==> src/rtl/risc_ctrl_pkg.sv <==
// Shared types for the single-bus RISC control sequencer: opcodes, FSM states,
// opcode classes and the datapath strobe bundle.
package risc_ctrl_pkg;

  localparam logic [4:0] OP_LD   = 5'b00000;
  localparam logic [4:0] OP_LDI  = 5'b00001;
  localparam logic [4:0] OP_ST   = 5'b00010;
  localparam logic [4:0] OP_ADD  = 5'b00011;
  localparam logic [4:0] OP_SUB  = 5'b00100;
  localparam logic [4:0] OP_SHR  = 5'b00101;
  localparam logic [4:0] OP_SHL  = 5'b00110;
  localparam logic [4:0] OP_ROR  = 5'b00111;
  localparam logic [4:0] OP_ROL  = 5'b01000;
  localparam logic [4:0] OP_AND  = 5'b01001;
  localparam logic [4:0] OP_OR   = 5'b01010;
  localparam logic [4:0] OP_ADDI = 5'b01011;
  localparam logic [4:0] OP_ANDI = 5'b01100;
  localparam logic [4:0] OP_ORI  = 5'b01101;
  localparam logic [4:0] OP_MUL  = 5'b01110;
  localparam logic [4:0] OP_DIV  = 5'b01111;
  localparam logic [4:0] OP_NEG  = 5'b10000;
  localparam logic [4:0] OP_NOT  = 5'b10001;
  localparam logic [4:0] OP_BR   = 5'b10010;
  localparam logic [4:0] OP_JR   = 5'b10011;
  localparam logic [4:0] OP_JAL  = 5'b10100;
  localparam logic [4:0] OP_IN   = 5'b10101;
  localparam logic [4:0] OP_OUT  = 5'b10110;
  localparam logic [4:0] OP_MFHI = 5'b10111;
  localparam logic [4:0] OP_MFLO = 5'b11000;
  localparam logic [4:0] OP_NOP  = 5'b11001;
  localparam logic [4:0] OP_HALT = 5'b11010;

  typedef enum logic [3:0] {
    ST_RESET, ST_F0, ST_F1, ST_F2, ST_E3, ST_E4, ST_E5, ST_E6, ST_E7, ST_HALT
  } state_t;

  typedef enum logic [3:0] {
    CL_LD, CL_LDI, CL_ST, CL_ALU3, CL_ALUI, CL_MULDIV, CL_UNARY, CL_BR,
    CL_JR, CL_IN, CL_OUT, CL_MFHI, CL_MFLO, CL_NOP, CL_HALT
  } cls_t;

  typedef struct packed {
    logic pc_out;
    logic zlo_out;
    logic zhi_out;
    logic hi_out;
    logic lo_out;
    logic mdr_out;
    logic inport_out;
    logic c_sign_extended_out;
    logic mar_enable;
    logic z_enable;
    logic y_enable;
    logic pc_enable;
    logic mdr_enable;
    logic ir_enable;
    logic hi_enable;
    logic lo_enable;
    logic outport_enable;
    logic con_enable;
    logic read;
    logic ram_write;
    logic pc_increment;
    logic alu_add;
    logic gra;
    logic grb;
    logic grc;
    logic r_in;
    logic r_out;
    logic ba_out;
  } strobe_t;

  // Step index of a fetch/execute state (T0..T7); RESET/HALT never reach the compare.
  function automatic logic [2:0] step_of(input state_t s);
    case (s)
      ST_F1:   return 3'd1;
      ST_F2:   return 3'd2;
      ST_E3:   return 3'd3;
      ST_E4:   return 3'd4;
      ST_E5:   return 3'd5;
      ST_E6:   return 3'd6;
      ST_E7:   return 3'd7;
      default: return 3'd0;
    endcase
  endfunction

  function automatic state_t next_step(input state_t s);
    case (s)
      ST_F2:   return ST_E3;
      ST_E3:   return ST_E4;
      ST_E4:   return ST_E5;
      ST_E5:   return ST_E6;
      ST_E6:   return ST_E7;
      default: return ST_F0;
    endcase
  endfunction

endpackage

==> src/rtl/control_unit_if.sv <==
// Control-unit <-> Datapath bundle: IR and condition flag in, every strobe out.
interface control_unit_if #(
  parameter int IR_W = 32
);
  logic [IR_W-1:0] ir;
  logic            con_out;

  logic pc_out, zlo_out, zhi_out, hi_out, lo_out, mdr_out, inport_out;
  logic c_sign_extended_out;
  logic mar_enable, z_enable, y_enable, pc_enable, mdr_enable, ir_enable;
  logic hi_enable, lo_enable, outport_enable, con_enable;
  logic read, ram_write, pc_increment, alu_add;
  logic gra, grb, grc, r_in, r_out, ba_out;

  modport master (
    input  ir, con_out,
    output pc_out, zlo_out, zhi_out, hi_out, lo_out, mdr_out, inport_out,
           c_sign_extended_out,
           mar_enable, z_enable, y_enable, pc_enable, mdr_enable, ir_enable,
           hi_enable, lo_enable, outport_enable, con_enable,
           read, ram_write, pc_increment, alu_add,
           gra, grb, grc, r_in, r_out, ba_out
  );

  modport slave (
    output ir, con_out,
    input  pc_out, zlo_out, zhi_out, hi_out, lo_out, mdr_out, inport_out,
           c_sign_extended_out,
           mar_enable, z_enable, y_enable, pc_enable, mdr_enable, ir_enable,
           hi_enable, lo_enable, outport_enable, con_enable,
           read, ram_write, pc_increment, alu_add,
           gra, grb, grc, r_in, r_out, ba_out
  );
endinterface

==> src/rtl/ctrl_decode.sv <==
// Opcode -> instruction class and index of the class's final step (2 = F2 .. 7 = E7).
module ctrl_decode
  import risc_ctrl_pkg::*;
(
  input  logic [4:0] opcode_i,
  output cls_t       cls_o,
  output logic [2:0] last_step_o
);

  always_comb begin
    cls_o = CL_NOP;
    case (opcode_i)
      OP_LD:   cls_o = CL_LD;
      OP_LDI:  cls_o = CL_LDI;
      OP_ST:   cls_o = CL_ST;
      OP_ADD, OP_SUB, OP_SHR, OP_SHL, OP_ROR, OP_ROL, OP_AND, OP_OR:
               cls_o = CL_ALU3;
      OP_ADDI, OP_ANDI, OP_ORI:
               cls_o = CL_ALUI;
      OP_MUL, OP_DIV:
               cls_o = CL_MULDIV;
      OP_NEG, OP_NOT:
               cls_o = CL_UNARY;
      OP_BR:   cls_o = CL_BR;
      OP_JR:   cls_o = CL_JR;
      OP_IN:   cls_o = CL_IN;
      OP_OUT:  cls_o = CL_OUT;
      OP_MFHI: cls_o = CL_MFHI;
      OP_MFLO: cls_o = CL_MFLO;
      OP_HALT: cls_o = CL_HALT;
      OP_JAL, OP_NOP: cls_o = CL_NOP;
      default: cls_o = CL_NOP;
    endcase
  end

  always_comb begin
    last_step_o = 3'd2;
    case (cls_o)
      CL_LD, CL_ST:                       last_step_o = 3'd7;
      CL_MULDIV, CL_BR:                   last_step_o = 3'd6;
      CL_LDI, CL_ALU3, CL_ALUI:           last_step_o = 3'd5;
      CL_UNARY:                           last_step_o = 3'd4;
      CL_JR, CL_IN, CL_OUT, CL_MFHI, CL_MFLO: last_step_o = 3'd3;
      default:                            last_step_o = 3'd2;
    endcase
  end

endmodule

==> src/rtl/control_unit.sv <==
// Hardwired Moore sequencer for the single-bus RISC datapath: 3-step fetch,
// per-class execute steps, halt on the halt opcode or on stop at an instruction boundary.
module control_unit
  import risc_ctrl_pkg::*;
#(
  parameter int IR_W   = 32,
  parameter int OP_MSB = 31
) (
  input  logic          clk,
  input  logic          clr,
  input  logic          stop,
  output logic          run,
  control_unit_if.master bus
);

  state_t     state_q, state_d;
  cls_t       cls;
  logic [2:0] last_step;
  logic [4:0] opcode;
  strobe_t    s;

  assign opcode = bus.ir[OP_MSB -: 5];

  ctrl_decode u_decode (
    .opcode_i    (opcode),
    .cls_o       (cls),
    .last_step_o (last_step)
  );

  always_comb begin
    state_d = state_q;
    case (state_q)
      ST_RESET: state_d = ST_F0;
      ST_F0:    state_d = ST_F1;
      ST_F1:    state_d = ST_F2;
      ST_HALT:  state_d = ST_HALT;
      default: begin
        // F2..E7: stop and the halt opcode only take effect on the class's last step
        if (step_of(state_q) == last_step)
          state_d = (cls == CL_HALT || stop) ? ST_HALT : ST_F0;
        else
          state_d = next_step(state_q);
      end
    endcase
  end

  always_ff @(posedge clk) begin
    if (clr) state_q <= ST_RESET;
    else     state_q <= state_d;
  end

  assign run = (state_q != ST_RESET) && (state_q != ST_HALT);

  always_comb begin
    s = '0;
    case (state_q)
      ST_F0: begin s.pc_out = 1'b1; s.mar_enable = 1'b1; s.pc_increment = 1'b1; s.z_enable = 1'b1; end
      ST_F1: begin s.zlo_out = 1'b1; s.pc_enable = 1'b1; s.read = 1'b1; s.mdr_enable = 1'b1; end
      ST_F2: begin s.mdr_out = 1'b1; s.ir_enable = 1'b1; end
      ST_E3: begin
        case (cls)
          CL_LD, CL_LDI, CL_ST: begin s.grb = 1'b1; s.ba_out = 1'b1; s.y_enable = 1'b1; end
          CL_ALU3, CL_ALUI:     begin s.grb = 1'b1; s.r_out = 1'b1; s.y_enable = 1'b1; end
          CL_MULDIV:            begin s.gra = 1'b1; s.r_out = 1'b1; s.y_enable = 1'b1; end
          CL_UNARY:             begin s.grb = 1'b1; s.r_out = 1'b1; s.z_enable = 1'b1; end
          CL_BR:                begin s.gra = 1'b1; s.r_out = 1'b1; s.con_enable = 1'b1; end
          CL_JR:                begin s.gra = 1'b1; s.r_out = 1'b1; s.pc_enable = 1'b1; end
          CL_IN:                begin s.inport_out = 1'b1; s.gra = 1'b1; s.r_in = 1'b1; end
          CL_OUT:               begin s.gra = 1'b1; s.r_out = 1'b1; s.outport_enable = 1'b1; end
          CL_MFHI:              begin s.hi_out = 1'b1; s.gra = 1'b1; s.r_in = 1'b1; end
          CL_MFLO:              begin s.lo_out = 1'b1; s.gra = 1'b1; s.r_in = 1'b1; end
          default: ;
        endcase
      end
      ST_E4: begin
        case (cls)
          CL_LD, CL_LDI, CL_ST: begin s.c_sign_extended_out = 1'b1; s.alu_add = 1'b1; s.z_enable = 1'b1; end
          CL_ALU3:              begin s.grc = 1'b1; s.r_out = 1'b1; s.z_enable = 1'b1; end
          CL_ALUI:              begin s.c_sign_extended_out = 1'b1; s.z_enable = 1'b1; end
          CL_MULDIV:            begin s.grb = 1'b1; s.r_out = 1'b1; s.z_enable = 1'b1; end
          CL_UNARY:             begin s.zlo_out = 1'b1; s.gra = 1'b1; s.r_in = 1'b1; end
          CL_BR:                begin s.pc_out = 1'b1; s.y_enable = 1'b1; end
          default: ;
        endcase
      end
      ST_E5: begin
        case (cls)
          CL_LD, CL_ST:              begin s.zlo_out = 1'b1; s.mar_enable = 1'b1; end
          CL_LDI, CL_ALU3, CL_ALUI:  begin s.zlo_out = 1'b1; s.gra = 1'b1; s.r_in = 1'b1; end
          CL_MULDIV:                 begin s.zlo_out = 1'b1; s.lo_enable = 1'b1; end
          CL_BR:                     begin s.c_sign_extended_out = 1'b1; s.alu_add = 1'b1; s.z_enable = 1'b1; end
          default: ;
        endcase
      end
      ST_E6: begin
        case (cls)
          CL_LD:     begin s.read = 1'b1; s.mdr_enable = 1'b1; end
          CL_ST:     begin s.gra = 1'b1; s.r_out = 1'b1; s.mdr_enable = 1'b1; end
          CL_MULDIV: begin s.zhi_out = 1'b1; s.hi_enable = 1'b1; end
          CL_BR:     begin s.zlo_out = bus.con_out; s.pc_enable = bus.con_out; end
          default: ;
        endcase
      end
      ST_E7: begin
        case (cls)
          CL_LD:   begin s.mdr_out = 1'b1; s.gra = 1'b1; s.r_in = 1'b1; end
          CL_ST:   s.ram_write = 1'b1;
          default: ;
        endcase
      end
      default: ;
    endcase
  end

  assign bus.pc_out              = s.pc_out;
  assign bus.zlo_out             = s.zlo_out;
  assign bus.zhi_out             = s.zhi_out;
  assign bus.hi_out              = s.hi_out;
  assign bus.lo_out              = s.lo_out;
  assign bus.mdr_out             = s.mdr_out;
  assign bus.inport_out          = s.inport_out;
  assign bus.c_sign_extended_out = s.c_sign_extended_out;
  assign bus.mar_enable          = s.mar_enable;
  assign bus.z_enable            = s.z_enable;
  assign bus.y_enable            = s.y_enable;
  assign bus.pc_enable           = s.pc_enable;
  assign bus.mdr_enable          = s.mdr_enable;
  assign bus.ir_enable           = s.ir_enable;
  assign bus.hi_enable           = s.hi_enable;
  assign bus.lo_enable           = s.lo_enable;
  assign bus.outport_enable      = s.outport_enable;
  assign bus.con_enable          = s.con_enable;
  assign bus.read                = s.read;
  assign bus.ram_write           = s.ram_write;
  assign bus.pc_increment        = s.pc_increment;
  assign bus.alu_add             = s.alu_add;
  assign bus.gra                 = s.gra;
  assign bus.grb                 = s.grb;
  assign bus.grc                 = s.grc;
  assign bus.r_in                = s.r_in;
  assign bus.r_out               = s.r_out;
  assign bus.ba_out              = s.ba_out;

endmodule

==> src/flat_wrapper.sv <==
// flat-port wrapper written by rule: the top's interface ports become plain ports
module control_unit_flat import risc_ctrl_pkg::*;
#(
  parameter int IR_W   = 32,
  parameter int OP_MSB = 31
)
  (clk, clr, stop, run, bus_ir, bus_con_out, bus_pc_out, bus_zlo_out, bus_zhi_out, bus_hi_out, bus_lo_out, bus_mdr_out, bus_inport_out, bus_c_sign_extended_out, bus_mar_enable, bus_z_enable, bus_y_enable, bus_pc_enable, bus_mdr_enable, bus_ir_enable, bus_hi_enable, bus_lo_enable, bus_outport_enable, bus_con_enable, bus_read, bus_ram_write, bus_pc_increment, bus_alu_add, bus_gra, bus_grb, bus_grc, bus_r_in, bus_r_out, bus_ba_out);
  control_unit_if #(.IR_W(IR_W)) bus_i ();
  input  logic clk;
  input  logic clr;
  input  logic stop;
  output logic run;
  input wire logic [$bits(bus_i.ir)-1:0] bus_ir;
  input wire logic [$bits(bus_i.con_out)-1:0] bus_con_out;
  output wire logic [$bits(bus_i.pc_out)-1:0] bus_pc_out;
  output wire logic [$bits(bus_i.zlo_out)-1:0] bus_zlo_out;
  output wire logic [$bits(bus_i.zhi_out)-1:0] bus_zhi_out;
  output wire logic [$bits(bus_i.hi_out)-1:0] bus_hi_out;
  output wire logic [$bits(bus_i.lo_out)-1:0] bus_lo_out;
  output wire logic [$bits(bus_i.mdr_out)-1:0] bus_mdr_out;
  output wire logic [$bits(bus_i.inport_out)-1:0] bus_inport_out;
  output wire logic [$bits(bus_i.c_sign_extended_out)-1:0] bus_c_sign_extended_out;
  output wire logic [$bits(bus_i.mar_enable)-1:0] bus_mar_enable;
  output wire logic [$bits(bus_i.z_enable)-1:0] bus_z_enable;
  output wire logic [$bits(bus_i.y_enable)-1:0] bus_y_enable;
  output wire logic [$bits(bus_i.pc_enable)-1:0] bus_pc_enable;
  output wire logic [$bits(bus_i.mdr_enable)-1:0] bus_mdr_enable;
  output wire logic [$bits(bus_i.ir_enable)-1:0] bus_ir_enable;
  output wire logic [$bits(bus_i.hi_enable)-1:0] bus_hi_enable;
  output wire logic [$bits(bus_i.lo_enable)-1:0] bus_lo_enable;
  output wire logic [$bits(bus_i.outport_enable)-1:0] bus_outport_enable;
  output wire logic [$bits(bus_i.con_enable)-1:0] bus_con_enable;
  output wire logic [$bits(bus_i.read)-1:0] bus_read;
  output wire logic [$bits(bus_i.ram_write)-1:0] bus_ram_write;
  output wire logic [$bits(bus_i.pc_increment)-1:0] bus_pc_increment;
  output wire logic [$bits(bus_i.alu_add)-1:0] bus_alu_add;
  output wire logic [$bits(bus_i.gra)-1:0] bus_gra;
  output wire logic [$bits(bus_i.grb)-1:0] bus_grb;
  output wire logic [$bits(bus_i.grc)-1:0] bus_grc;
  output wire logic [$bits(bus_i.r_in)-1:0] bus_r_in;
  output wire logic [$bits(bus_i.r_out)-1:0] bus_r_out;
  output wire logic [$bits(bus_i.ba_out)-1:0] bus_ba_out;
  assign bus_i.ir = bus_ir;
  assign bus_i.con_out = bus_con_out;
  assign bus_pc_out = bus_i.pc_out;
  assign bus_zlo_out = bus_i.zlo_out;
  assign bus_zhi_out = bus_i.zhi_out;
  assign bus_hi_out = bus_i.hi_out;
  assign bus_lo_out = bus_i.lo_out;
  assign bus_mdr_out = bus_i.mdr_out;
  assign bus_inport_out = bus_i.inport_out;
  assign bus_c_sign_extended_out = bus_i.c_sign_extended_out;
  assign bus_mar_enable = bus_i.mar_enable;
  assign bus_z_enable = bus_i.z_enable;
  assign bus_y_enable = bus_i.y_enable;
  assign bus_pc_enable = bus_i.pc_enable;
  assign bus_mdr_enable = bus_i.mdr_enable;
  assign bus_ir_enable = bus_i.ir_enable;
  assign bus_hi_enable = bus_i.hi_enable;
  assign bus_lo_enable = bus_i.lo_enable;
  assign bus_outport_enable = bus_i.outport_enable;
  assign bus_con_enable = bus_i.con_enable;
  assign bus_read = bus_i.read;
  assign bus_ram_write = bus_i.ram_write;
  assign bus_pc_increment = bus_i.pc_increment;
  assign bus_alu_add = bus_i.alu_add;
  assign bus_gra = bus_i.gra;
  assign bus_grb = bus_i.grb;
  assign bus_grc = bus_i.grc;
  assign bus_r_in = bus_i.r_in;
  assign bus_r_out = bus_i.r_out;
  assign bus_ba_out = bus_i.ba_out;
  control_unit #(.IR_W(IR_W), .OP_MSB(OP_MSB)) u_core (.clk(clk), .clr(clr), .stop(stop), .run(run), .bus(bus_i));
endmodule
==> config.mk <==
export PLATFORM = sky130hd
export DESIGN_NAME = control_unit_flat
export DESIGN_NICKNAME = d
export VERILOG_FILES = /design/src/rtl/risc_ctrl_pkg.sv /design/src/rtl/control_unit_if.sv /design/src/rtl/ctrl_decode.sv /design/src/rtl/control_unit.sv /design/src/flat_wrapper.sv
export SDC_FILE = /design/constraint.sdc
export NUM_CORES = 1
export LEC_CHECK = 0
export CAP_MARGIN = 0
export CORE_MARGIN = 2
export CORE_UTILIZATION = 36
export DETAILED_ROUTE_END_ITERATION = 8
export GPL_ROUTABILITY_DRIVEN = 0
export PLACE_DENSITY_LB_ADDON = 0.2
export SYNTH_ARGS = -nofsm -noshare
export SYNTH_HDL_FRONTEND = slang
export SYNTH_SLANG_ARGS = --single-unit
==> constraint.sdc <==
create_clock -name clk -period 2.95 [get_ports clk]
set_clock_uncertainty 0.15 [all_clocks]
set_input_delay 0.4425 -clock clk [delete_from_list [all_inputs] [get_ports clk]]
set_output_delay 0.4425 -clock clk [all_outputs]
set_load 0.01 [all_outputs]
---- After elaboration in Yosys (flattened, before gate mapping) ----
Memory sizes are Yosys's and may differ from the RTL's.
Cells that the tools add are included.
cells by class
  reduce and logical (&&, ||, !) cells .... 16
  equal/unequal tests ..................... 24
  muxes and demuxes ....................... 53
operators by type and width
  cell                                           number
  == test 4 x 3 -> 1 bit, second input constant  8
  == test 4 bit, second input constant           8
  two-way mux 1 bit                              30
  one-hot mux 4 bit (5 select lines)             1
  one-hot mux 1 bit (2 select lines)             9
  one-hot mux 3 bit (6 select lines)             1
  == test 4 x 2 -> 1 bit, second input constant  4
  one-hot mux 4 bit (4 select lines)             1
  OR reduction 7 bit                             2
  one-hot mux 1 bit (4 select lines)             3
  OR reduction 6 bit                             2
  OR reduction 3 bit                             3
  == test 4 x 1 -> 1 bit, second input constant  2
  zero test 4 bit                                2
  two-way mux 4 bit                              2
  OR reduction 4 bit                             2
  one-hot mux 1 bit (3 select lines)             2
  one-hot mux 1 bit (5 select lines)             1
  two-way mux 2 bit                              2
  != test 4 bit, second input constant           1
  nonzero test 4 bit                             1
  OR reduction 2 bit                             2
  == test 3 bit                                  1
  two-way mux 3 bit                              1
  2 further kinds                                2
storage, ports and cells
  bits in read-only memories .............. 176
  flip-flop bits (word level) ............. 4
  memories kept ........................... 2
  output and inout port bits .............. 29
memory list
  memory           depth  bits a word  read ports  clocked after memory_dff  wr ports  RTL line           source
  (no name shown)  32     4            1           0                         0         ctrl_decode.sv:12  case (opcode_i)
  (no name shown)  16     3            1           0                         0         ctrl_decode.sv:38  case (cls_o)

---- Logic depth before layout (Yosys ltp) ----
Gate-level depths: netlist (run 1).
  depth after elaboration ................. 6
  mapped depth ............................ 7
  depth with buffers taken out ............ 5

---- Modules after synthesis ----
Synthesis (run 1) repeated with hierarchy kept, for this count alone.
unflattened totals
  cell total of the unflattened synthesis .. 184
  area total of the unflattened synthesis .. 1149.9 µm²
by module, submodules not included
  module        area each (µm²)  cells each  times used
  control_unit  938.4            150         1
  ctrl_decode   211.5            34          1

---- Least setup slack after synthesis (run 1) ----
No wires, ideal clock.
  path type ............................... in2reg
  start ................................... in bus_ir[29]
  end ..................................... reg u_core.state_q[3]
  arrival ................................. 2.028 ns
  stages .................................. 7
  path slack .............................. 0.657 ns
  library setup time ...................... 0.116 ns
  required time ........................... 2.684 ns
  path through ............................ buf_6 -> or2_0 -> clkbuf_1 -> a221oi_2 -> xor2_1 -> or4_1 -> a31o_1
on the way
  longest elaborated chain between the ends .. 6
  elaborated cells between the ends (all ways) .. 8
  classes of those cells .................. eq/ne (2); mux (3); reduce/logical (1); memory (2)
ends and longest elaborated chain
  what                                                                         RTL line            source
  start: declaration                                                           flat_wrapper.sv:13  input wire logic [$bits(bus_i.ir)-1:0] bus_ir;
  memory (32 x 4 bit) *                                                        n/a
  parallel branches: the longest is 3 deep, another holds memory (16 x 3 bit)  n/a
  two-way mux 4 bit *                                                          control_unit.sv:39  if (step_of(state_q) == last_step)
  one-hot mux 4 bit (4 select lines) *                                         control_unit.sv:32  case (state_q)
  end signal: assignment                                                       control_unit.sv:49  else state_q <= state_d;
  end: declaration                                                             control_unit.sv:16  state_t state_q, state_d;
Mark *: on every way between the ends.
A chain may end at the register's enable or synchronous reset.

---- Worst setup path after layout (run 1) ----
  start ................................... in bus_ir[31]
  end ..................................... out bus_grc
on the way
  longest elaborated chain between the ends .. 4
ends and longest elaborated chain
  what                    RTL line            source
  memory (32 x 4 bit)     n/a
  == test 4 x 2 -> 1 bit  control_unit.sv:76  case (cls)
  two-way mux 1 bit       control_unit.sv:76
  two-way mux 1 bit       control_unit.sv:56  case (state_q)
  end: declaration        flat_wrapper.sv:39  output wire logic [$bits(bus_i.grc)-1:0] bus_grc;
Every way passes these cells.

==> results of run 1 <==
## placed cells by master (no fill, tap or decap), types with 2 or more instances in the layout
cell type	netlist	layout
o21ai_0	12	12
inv_1	5	5
buf_4	1	33
nor4_1	4	3
buf_6	3	2
nand3_1	11	10
nand2_1	9	9
and2_1	3	3
o22ai_1	3	3
dfxtp_1	4	4
clkbuf_4	0	3
nor2b_1	8	7
a211oi_2	1	2
nor2_1	16	15
a21oi_1	8	8
xnor2_1	2	2
clkdlybuf4s50_1	0	18
a32oi_1	2	2
xor2_1	5	5
o221ai_1	2	2
a21o_1	3	3
dlymetal6s2s_1	0	10
nor3_1	7	6
nand2b_1	3	3
dlygate4sd2_1	0	9
## worst max-delay path by stage
| stage | startpoint | slack [ns] | cells after the start | end |
|---|---|---|---|---|
| 5_1_grt | u_core.state_q[3] | 0.01 | 5 | bus_mdr_out |
| 4_1_cts | bus_ir[31] | -0.005 | 7 | bus_z_enable |
| 3_5_place_dp | bus_ir[30] | -0.19 | 9 | bus_pc_enable |
| 6_report | bus_ir[31] | 0.11 | 6 | bus_grc |
| 3_3_place_gp | bus_ir[30] | -0.14 | 9 | bus_pc_enable |
| 2_1_floorplan | bus_ir[29] | 0.66 | 7 | u_core.state_q[3] |
## routing by layer
metal | vias to the layer above | share of wire [%] | global-route usage, %
li1 | 681 | - | -
met1 | 671 | 42 | 29.5
met2 | 61 | 50 | 40.2
met5 | - | 0 | 0
met4 | 0 | 2.4 | 11.2
met3 | 10 | 5.4 | 3.00
## Yosys cell counts (all sizes together), types with 2 or more instances
cell type and number:
buf 8, a21oi 9, dfxtp 4, o22ai 3, nand2 9, xnor2 2, and2 4, a211oi 2
a21o 3, nor2b 8, o21ai 12, nand3 11, xor2 5, nor4b 2, nor4 5, a31o 2
nor2 16, inv 5, nand2b 3, nor3 7, a32oi 2, clkbuf 7, o221ai 2
## stage by stage
stage / cells / utilization (%) / setup TNS [ns] / instance area (µm²) / hold WS (ns)
2_1_floorplan: 151 / - / 0 / 986 / 0.368
3_3_place_gp: 236 / 61.2 / -0.877 / 1560 / 0.457
3_5_place_dp: 236 / 61.2 / -1.24 / 1560 / 0.488
4_1_cts: 240 / 63.3 / -0.00456 / 1610 / 0.506
5_1_grt: 241 / 64.9 / 0 / 1650 / 0.522
6_report: 241 / 64.9 / 0 / 1650 / 0.506
## cell families after synthesis
| logic type | after synthesis |
|---|---|
| flops | 4 |
| compound gates | 46 |
| fa+ha+maj | 1 |
| xor+xnor | 7 |
| buf+inv | 20 |
| simple gates | 73 |
## cell type report
type,instances,area [µm²],share of cell area (%)
clock buffer,3,22.5,1.36
sequential,4,80.1,4.84
timing repair buffer,72,654,39.6
tap,30,37.5,2.27
inverter,5,18.8,1.14
multi-input combinational,127,840,50.8
## where the power goes
group	switching (W)	total [W]	internal, W
clock	0.0000225	0.0000680	0.0000455
combinational	0.000105	0.000206	0.000101
sequential	0.00000965	0.0000675	0.0000578
## critical path: stages
cell             delay (ns)
clkdlybuf4s50_1        0.46
inv_1                  0.15
buf_4                  0.16
nand3_1                0.18
a211oi_2               0.27
clkdlybuf4s50_1        0.57
## timing repair
item | CTS | global route
pin swaps | 1 | 1
gates cloned | 0 | 0
setup buffers | 1 | 1
endpoints found under the setup margin | 15 | 11
resized for setup | 17 | 12
endpoints found under the hold margin | 0 | 0
==> report_table.html, run 1 <==
<table>
<tr><th>Metric</th><th>Value</th></tr>
<tr><th colspan="2">Run status</th></tr>
<tr><td>Result of the run</td><td>complete, no violations</td></tr>
<tr><th colspan="2">Hold path</th></tr>
<tr><td>Origin of the worst min-delay path</td><td>u_core.state_q[3]</td></tr>
<tr><td>Number of stages on the worst hold path</td><td>1</td></tr>
<tr><td>Worst hold path class</td><td>register to register</td></tr>
<tr><td>Hold EP</td><td>u_core.state_q[1]</td></tr>
<tr><th colspan="2">Timing</th></tr>
<tr><td>Worst Slack Setup Final</td><td>0.107 ns</td></tr>
<tr><td>Shortest clock period the worst path allows after layout</td><td>2.84 ns</td></tr>
<tr><td>Setup repair after global routing missed its margin</td><td>false</td></tr>
<tr><td>Number of setup violations in the final report</td><td>0</td></tr>
<tr><td>Count of final hold-check violations</td><td>0</td></tr>
<tr><td>Maximum clock rate</td><td>roughly 350 MHz</td></tr>
<tr><td>Count of final max-slew check failures</td><td>0</td></tr>
<tr><td>Final period utilization</td><td>approximately 96%</td></tr>
<tr><td>Measured slew at the worst slew-check pin</td><td>0.445 ns</td></tr>
<tr><td>Relative slew margins</td><td>70.3%</td></tr>
<tr><th colspan="2">Routing</th></tr>
<tr><td>Post-route antenna net violation count</td><td>0</td></tr>
<tr><td>Vias/cell</td><td>5.90</td></tr>
<tr><td>Post-Route WL</td><td>3720 µm</td></tr>
<tr><td>Vias</td><td>about 1400</td></tr>
<tr><td>Per-cell routed wire length</td><td>15.4 µm</td></tr>
<tr><td>Iteration-0 DRC count of the detailed router</td><td>61</td></tr>
<tr><td>DRC violations left</td><td>0</td></tr>
<tr><td>DR pass1 iterations</td><td>4</td></tr>
<tr><th colspan="2">Clock network</th></tr>
<tr><td>Cell chosen for the clock root</td><td>clkbuf_4</td></tr>
<tr><td>Total number of H-tree levels</td><td>1</td></tr>
<tr><td>Clock edge transition at the registers on the reported setup and hold paths</td><td>0.04 ns</td></tr>
<tr><td>Number of clock sinks</td><td>4</td></tr>
<tr><td>Worst-skew pair later-pin latency</td><td>around 0.23 ns</td></tr>
<tr><td>CTS tree</td><td>yes</td></tr>
<tr><td>Inserted Clock Buffers</td><td>3</td></tr>
<tr><td>Longest Clk Path Bufs</td><td>2</td></tr>
<tr><td>Number of hold-repair buffers added at the cts stage</td><td>0</td></tr>
<tr><th colspan="2">Critical path</th></tr>
<tr><td>Origin of the critical flop-to-flop path</td><td>u_core.state_q[3]</td></tr>
<tr><td>R2r endpoint</td><td>u_core.state_q[3]</td></tr>
<tr><td>Startpoint-to-endpoint class of the critical path</td><td>input pin to primary output</td></tr>
<tr><td>CP Data Required Time</td><td>2.36 ns</td></tr>
<tr><td>Worst Reg-to-Reg Cells</td><td>5</td></tr>
<tr><td>Data arrival time of the worst path</td><td>2.25 ns</td></tr>
<tr><td>Max Fanout on Critical Path</td><td>6</td></tr>
<tr><td>Nature of the critical path startpoint</td><td>input pin</td></tr>
<tr><td>Type of element capturing the critical path</td><td>primary output</td></tr>
<tr><td>Setup slack on the worst flop-to-flop path</td><td>0.68 ns</td></tr>
<tr><th colspan="2">Floorplanning</th></tr>
<tr><td>Die Span Y</td><td>56.3 µm</td></tr>
<tr><td>Core Rows</td><td>18</td></tr>
<tr><td>Top Ports</td><td>65</td></tr>
<tr><td>Core Area</td><td>between 0.002 and 0.003 mm²</td></tr>
<tr><td>Initial standard-cell utilization of the core</td><td>between 30 and 40%</td></tr>
<tr><td>Horizontal extent of the die</td><td>56.3 µm</td></tr>
<tr><td>Die Outline Area</td><td>around 0.0032 mm²</td></tr>
<tr><th colspan="2">Cells and area</th></tr>
<tr><td>Number of fillers in the final layout</td><td>approximately 240</td></tr>
<tr><td>Biggest register</td><td>u_core.state_q</td></tr>
<tr><td>Final Net Count</td><td>around 250</td></tr>
<tr><td>Ratio of cells with drive above 1 in the final layout</td><td>24.6%</td></tr>
<tr><td>Diode insertion count for antenna repair</td><td>0</td></tr>
<tr><td>Syn-to-layout area delta</td><td>67.6%</td></tr>
<tr><td>Leading registers by flop count</td><td>u_core.state_q: 4 flops</td></tr>
<tr><td>Number of flip-flops under the largest register name</td><td>4</td></tr>
<tr><th colspan="2">Synthesis</th></tr>
<tr><td>Area fraction of the dominant cell type after synthesis</td><td>8.12%</td></tr>
<tr><td>EDFF count, synth</td><td>0</td></tr>
<tr><td>Post-Syn Nets</td><td>187</td></tr>
<tr><td>Fraction of the mapped netlist area in compound gates</td><td>33.4%</td></tr>
<tr><td>Number of instances in the synthesized netlist</td><td>151</td></tr>
<tr><td>Synthesized area</td><td>986 µm²</td></tr>
<tr><td>Leading area contributor after synthesis</td><td>dfxtp_1</td></tr>
<tr><td>Count of synthesis-stage warnings from yosys</td><td>0</td></tr>
<tr><td>Xor-xnor portion of the synthesized cell area</td><td>6.22%</td></tr>
<tr><td>Dominant combinational cell family by area after synthesis</td><td>simple AND/OR/NAND/NOR gates</td></tr>
<tr><td>Share of synthesized cell area in and, or, nand and nor gates</td><td>40.6%</td></tr>
<tr><td>Proportion of register bits with asynchronous set or reset after synthesis</td><td>0%</td></tr>
<tr><td>#FFs+latches synth</td><td>4</td></tr>
<tr><td>Synthesized-area fraction occupied by adder cells</td><td>under 10%</td></tr>
<tr><td>Multiplexer share of the synthesized area</td><td>0%</td></tr>
<tr><td>Post-synthesis average cell area</td><td>6.53 µm²</td></tr>
<tr><td>Largest cells by area after synthesis</td><td>dfxtp_1, o21ai_0, nor2_1</td></tr>
<tr><td>Post-synthesis sequential area ratio</td><td>8.12%</td></tr>
<tr><td>Main synth FF type</td><td>dfxtp_1</td></tr>
<tr><td>Number of distinct library cells after synthesis</td><td>51</td></tr>
<tr><th colspan="2">Place</th></tr>
<tr><td>DP Worst Slack</td><td>-0.187 ns</td></tr>
<tr><td>Number of buffers inserted by port buffering</td><td>37</td></tr>
<tr><td>Detailed placer's ending HPWL</td><td>2970 µm</td></tr>
<tr><th colspan="2">Job</th></tr>
<tr><td>Count of maximum capacitance violations</td><td>0</td></tr>
<tr><th colspan="2">Power and ir drop</th></tr>
<tr><td>Total Power Consumption</td><td>about 0.00034 W</td></tr>
<tr><td>Power per standard cell area</td><td>slightly above 200 mW/mm²</td></tr>
<tr><td>Leakage dissipation</td><td>0.817 nW</td></tr>
<tr><td>Worst supply voltage drop on vdd</td><td>0.000232 V</td></tr>
<tr><th colspan="2">Global routing</th></tr>
<tr><td>Remaining global-route overflow</td><td>0</td></tr>
<tr><td>Pin count of the biggest net entering global routing</td><td>15</td></tr>
<tr><td>Antenna violations before repair</td><td>0</td></tr>
<tr><td>Number of global-route vias before repair</td><td>1327</td></tr>
<tr><td>Global-route wire length before repair</td><td>a little over 6000 µm</td></tr>
<tr><td>Total routing usage reported by global routing</td><td>23.7%</td></tr>
</table>
Power figures use the tool's default switching activity.
==> run 2: changes to the inputs <==
SETUP_SLACK_MARGIN = 0.3   (was default)
==> run 2 against run 1 <==
  * Sequential power is 1% higher
  * First-iteration DRC count up 18%
  * Utilization grew 2.0 points
  * Sequential share of layout area grew 0.23 points
  * Flip-flop and latch count did not move
  * Non-clock buffer count rose by 3
  * Routed wire length grew 8.9%
  * Critical path type unchanged
  * Critical endpoint unchanged
  * Largest power group unchanged
  * Highest routed layer unchanged
==> report_table.html, run 2 (synthesis results as in run 1) <==
<table>
<tr><th>Metric</th><th>Value</th></tr>
<tr><th colspan="2">Run status</th></tr>
<tr><td>Result of the run</td><td>complete, no violations</td></tr>
<tr><th colspan="2">Job</th></tr>
<tr><td>Count of maximum capacitance violations</td><td>0</td></tr>
<tr><th colspan="2">Place</th></tr>
<tr><td>DP Worst Slack</td><td>-0.187 ns</td></tr>
<tr><td>Number of buffers inserted by port buffering</td><td>37</td></tr>
<tr><td>Detailed placer's ending HPWL</td><td>2970 µm</td></tr>
<tr><td>Placed instance count</td><td>approximately 240</td></tr>
<tr><th colspan="2">Critical path</th></tr>
<tr><td>Type of element capturing the critical path</td><td>primary output</td></tr>
<tr><td>Data arrival time of the worst path</td><td>between 2 and 2.5 ns</td></tr>
<tr><td>Nature of the critical path startpoint</td><td>input pin</td></tr>
<tr><td>CP Data Required Time</td><td>2.36 ns</td></tr>
<tr><td>Startpoint-to-endpoint class of the critical path</td><td>input pin to primary output</td></tr>
<tr><td>Max Fanout on Critical Path</td><td>9</td></tr>
<tr><th colspan="2">Routing</th></tr>
<tr><td>DR pass1 iterations</td><td>4</td></tr>
<tr><td>Per-cell routed wire length</td><td>16.6 µm</td></tr>
<tr><td>DRC violations left</td><td>0</td></tr>
<tr><td>Post-route antenna net violation count</td><td>0</td></tr>
<tr><td>Vias</td><td>approximately 1500</td></tr>
<tr><td>Iteration-0 DRC count of the detailed router</td><td>slightly above 70</td></tr>
<tr><td>Vias/cell</td><td>5.98</td></tr>
<tr><td>Post-Route WL</td><td>4040 µm</td></tr>
<tr><th colspan="2">Clock network</th></tr>
<tr><td>Total number of H-tree levels</td><td>1</td></tr>
<tr><td>Number of hold-repair buffers added at the cts stage</td><td>0</td></tr>
<tr><td>Inserted Clock Buffers</td><td>3</td></tr>
<tr><td>Cell chosen for the clock root</td><td>clkbuf_4</td></tr>
<tr><td>Number of clock sinks</td><td>4</td></tr>
<tr><td>Worst-skew pair later-pin latency</td><td>between 0.2 and 0.25 ns</td></tr>
<tr><td>Clock edge transition at the registers on the reported setup and hold paths</td><td>about 0.040 ns</td></tr>
<tr><td>CTS tree</td><td>yes</td></tr>
<tr><td>Longest Clk Path Bufs</td><td>2</td></tr>
<tr><th colspan="2">Global routing</th></tr>
<tr><td>Pin count of the biggest net entering global routing</td><td>15</td></tr>
<tr><td>Global-route wire length before repair</td><td>~6300 µm</td></tr>
<tr><td>Antenna violations before repair</td><td>0</td></tr>
<tr><td>Total routing usage reported by global routing</td><td>24.8%</td></tr>
<tr><td>Remaining global-route overflow</td><td>0</td></tr>
<tr><td>Number of global-route vias before repair</td><td>1363</td></tr>
<tr><th colspan="2">Hold path</th></tr>
<tr><td>Worst hold path class</td><td>register to register</td></tr>
<tr><th colspan="2">Timing</th></tr>
<tr><td>Shortest clock period the worst path allows after layout</td><td>2.69 ns</td></tr>
<tr><td>Relative slew margins</td><td>71.7%</td></tr>
<tr><td>Maximum clock rate</td><td>371 MHz</td></tr>
<tr><td>Number of setup violations in the final report</td><td>0</td></tr>
<tr><td>Count of final max-slew check failures</td><td>0</td></tr>
<tr><td>Hold Worst Slack</td><td>between 0.3 and 0.4 ns</td></tr>
<tr><td>Count of final hold-check violations</td><td>0</td></tr>
<tr><td>Final period utilization</td><td>between 90% and 100%</td></tr>
<tr><td>Measured slew at the worst slew-check pin</td><td>0.425 ns</td></tr>
<tr><td>Setup repair after global routing missed its margin</td><td>true</td></tr>
<tr><td>Worst Slack Setup Final</td><td>0.258 ns</td></tr>
<tr><th colspan="2">Cells and area</th></tr>
<tr><td>Footprint of the flip-flops and latches</td><td>86.3 µm²</td></tr>
<tr><td>Non-Filler Instances</td><td>244</td></tr>
<tr><td>Multi-input combinational cell area</td><td>882 µm²</td></tr>
<tr><td>Most common library cell in the layout ignoring fill and taps</td><td>buf_4</td></tr>
<tr><td>Number of fillers in the final layout</td><td>231</td></tr>
<tr><td>Leading cell types in the layout, fill and taps excluded</td><td>buf_4, dlygate4sd2_1, nor2_1</td></tr>
<tr><td>Biggest register</td><td>u_core.state_q</td></tr>
<tr><td>Number of flip-flops under the largest register name</td><td>4</td></tr>
<tr><td>Diode insertion count for antenna repair</td><td>0</td></tr>
<tr><td>Ratio of cells with drive above 1 in the final layout</td><td>30.8%</td></tr>
<tr><td>Leading registers by flop count</td><td>u_core.state_q: 4 flops</td></tr>
<tr><td>Syn-to-layout area delta</td><td>72.7%</td></tr>
<tr><td>Final Net Count</td><td>252</td></tr>
<tr><th colspan="2">Floorplanning</th></tr>
<tr><td>Die Span Y</td><td>56.3 µm</td></tr>
<tr><td>Top Ports</td><td>65</td></tr>
<tr><td>Core Area</td><td>0.00254 mm²</td></tr>
<tr><td>Core Rows</td><td>18</td></tr>
<tr><td>Die Outline Area</td><td>0.00317 mm²</td></tr>
<tr><td>Initial standard-cell utilization of the core</td><td>38.7%</td></tr>
<tr><td>Horizontal extent of the die</td><td>56.3 µm</td></tr>
<tr><th colspan="2">Power and ir drop</th></tr>
<tr><td>Leakage dissipation</td><td>0.796 nW</td></tr>
<tr><td>Worst supply voltage drop on vdd</td><td>around 0.00023 V</td></tr>
<tr><td>Power per standard cell area</td><td>204 mW/mm²</td></tr>
</table>
run 2: per-layer routing:
layer	vias to the layer above	global-route usage (%)	wire [µm]
met3	12	2.76	211
li1	689	-	-
met4	0	9.86	95
met5	-	0	0
met2	61	43.7	2100
met1	698	30.3	1640
run 2: metrics by stage:
stage	utilization, %	power (W)	setup TNS (ns)	instance area [µm²]
6_report	66.9	0.000348	0	1700
3_3_place_gp	61.2	0.000265	-0.877	1560
3_5_place_dp	61.2	0.000271	-1.24	1560
4_1_cts	64.3	0.000341	0	1640
5_1_grt	66.9	0.000371	0	1700
2_1_floorplan	-	0.000176	0	986
run 2: what timing repair did:
| item | CTS | global route |
|---|---|---|
| buffers inserted | 2 | 3 |
| gates resized for setup | 39 | 13 |
| setup endpoints to repair | 29 | 18 |
| pin swaps | 1 | 3 |
run 2: final timing paths:
check	from	end	slack (ns)	depth (start not counted)
worst min register to register	u_core.state_q[3]	u_core.state_q[0]	0.39	1
worst max register to register	u_core.state_q[3]	u_core.state_q[3]	0.71	7
worst max-delay path	bus_ir[28]	bus_grc	0.26	7
worst min-delay path	u_core.state_q[3]	u_core.state_q[0]	0.39	1
run 2: power by group:
part	internal (W)	total, W	switching [W]
clock	0.0000455	0.0000681	0.0000225
sequential	0.0000576	0.0000682	0.0000106
combinational	0.000100	0.000212	0.000111
run 2: area by class of cell:
class / count / share of cell area, %
timing repair buffer: 75 / 38.5
sequential: 4 / 5.07
tap: 30 / 2.20
multi-input combinational: 127 / 51.8
clock buffer: 3 / 1.32
inverter: 5 / 1.10
run 2: critical path, stage by stage:
cell             delay, ns
dlygate4sd2_1         0.37
and2_0                0.25
buf_4                 0.16
nor2_1                0.09
nor2_1                0.06
a211oi_2              0.15
clkdlybuf4s50_1       0.57
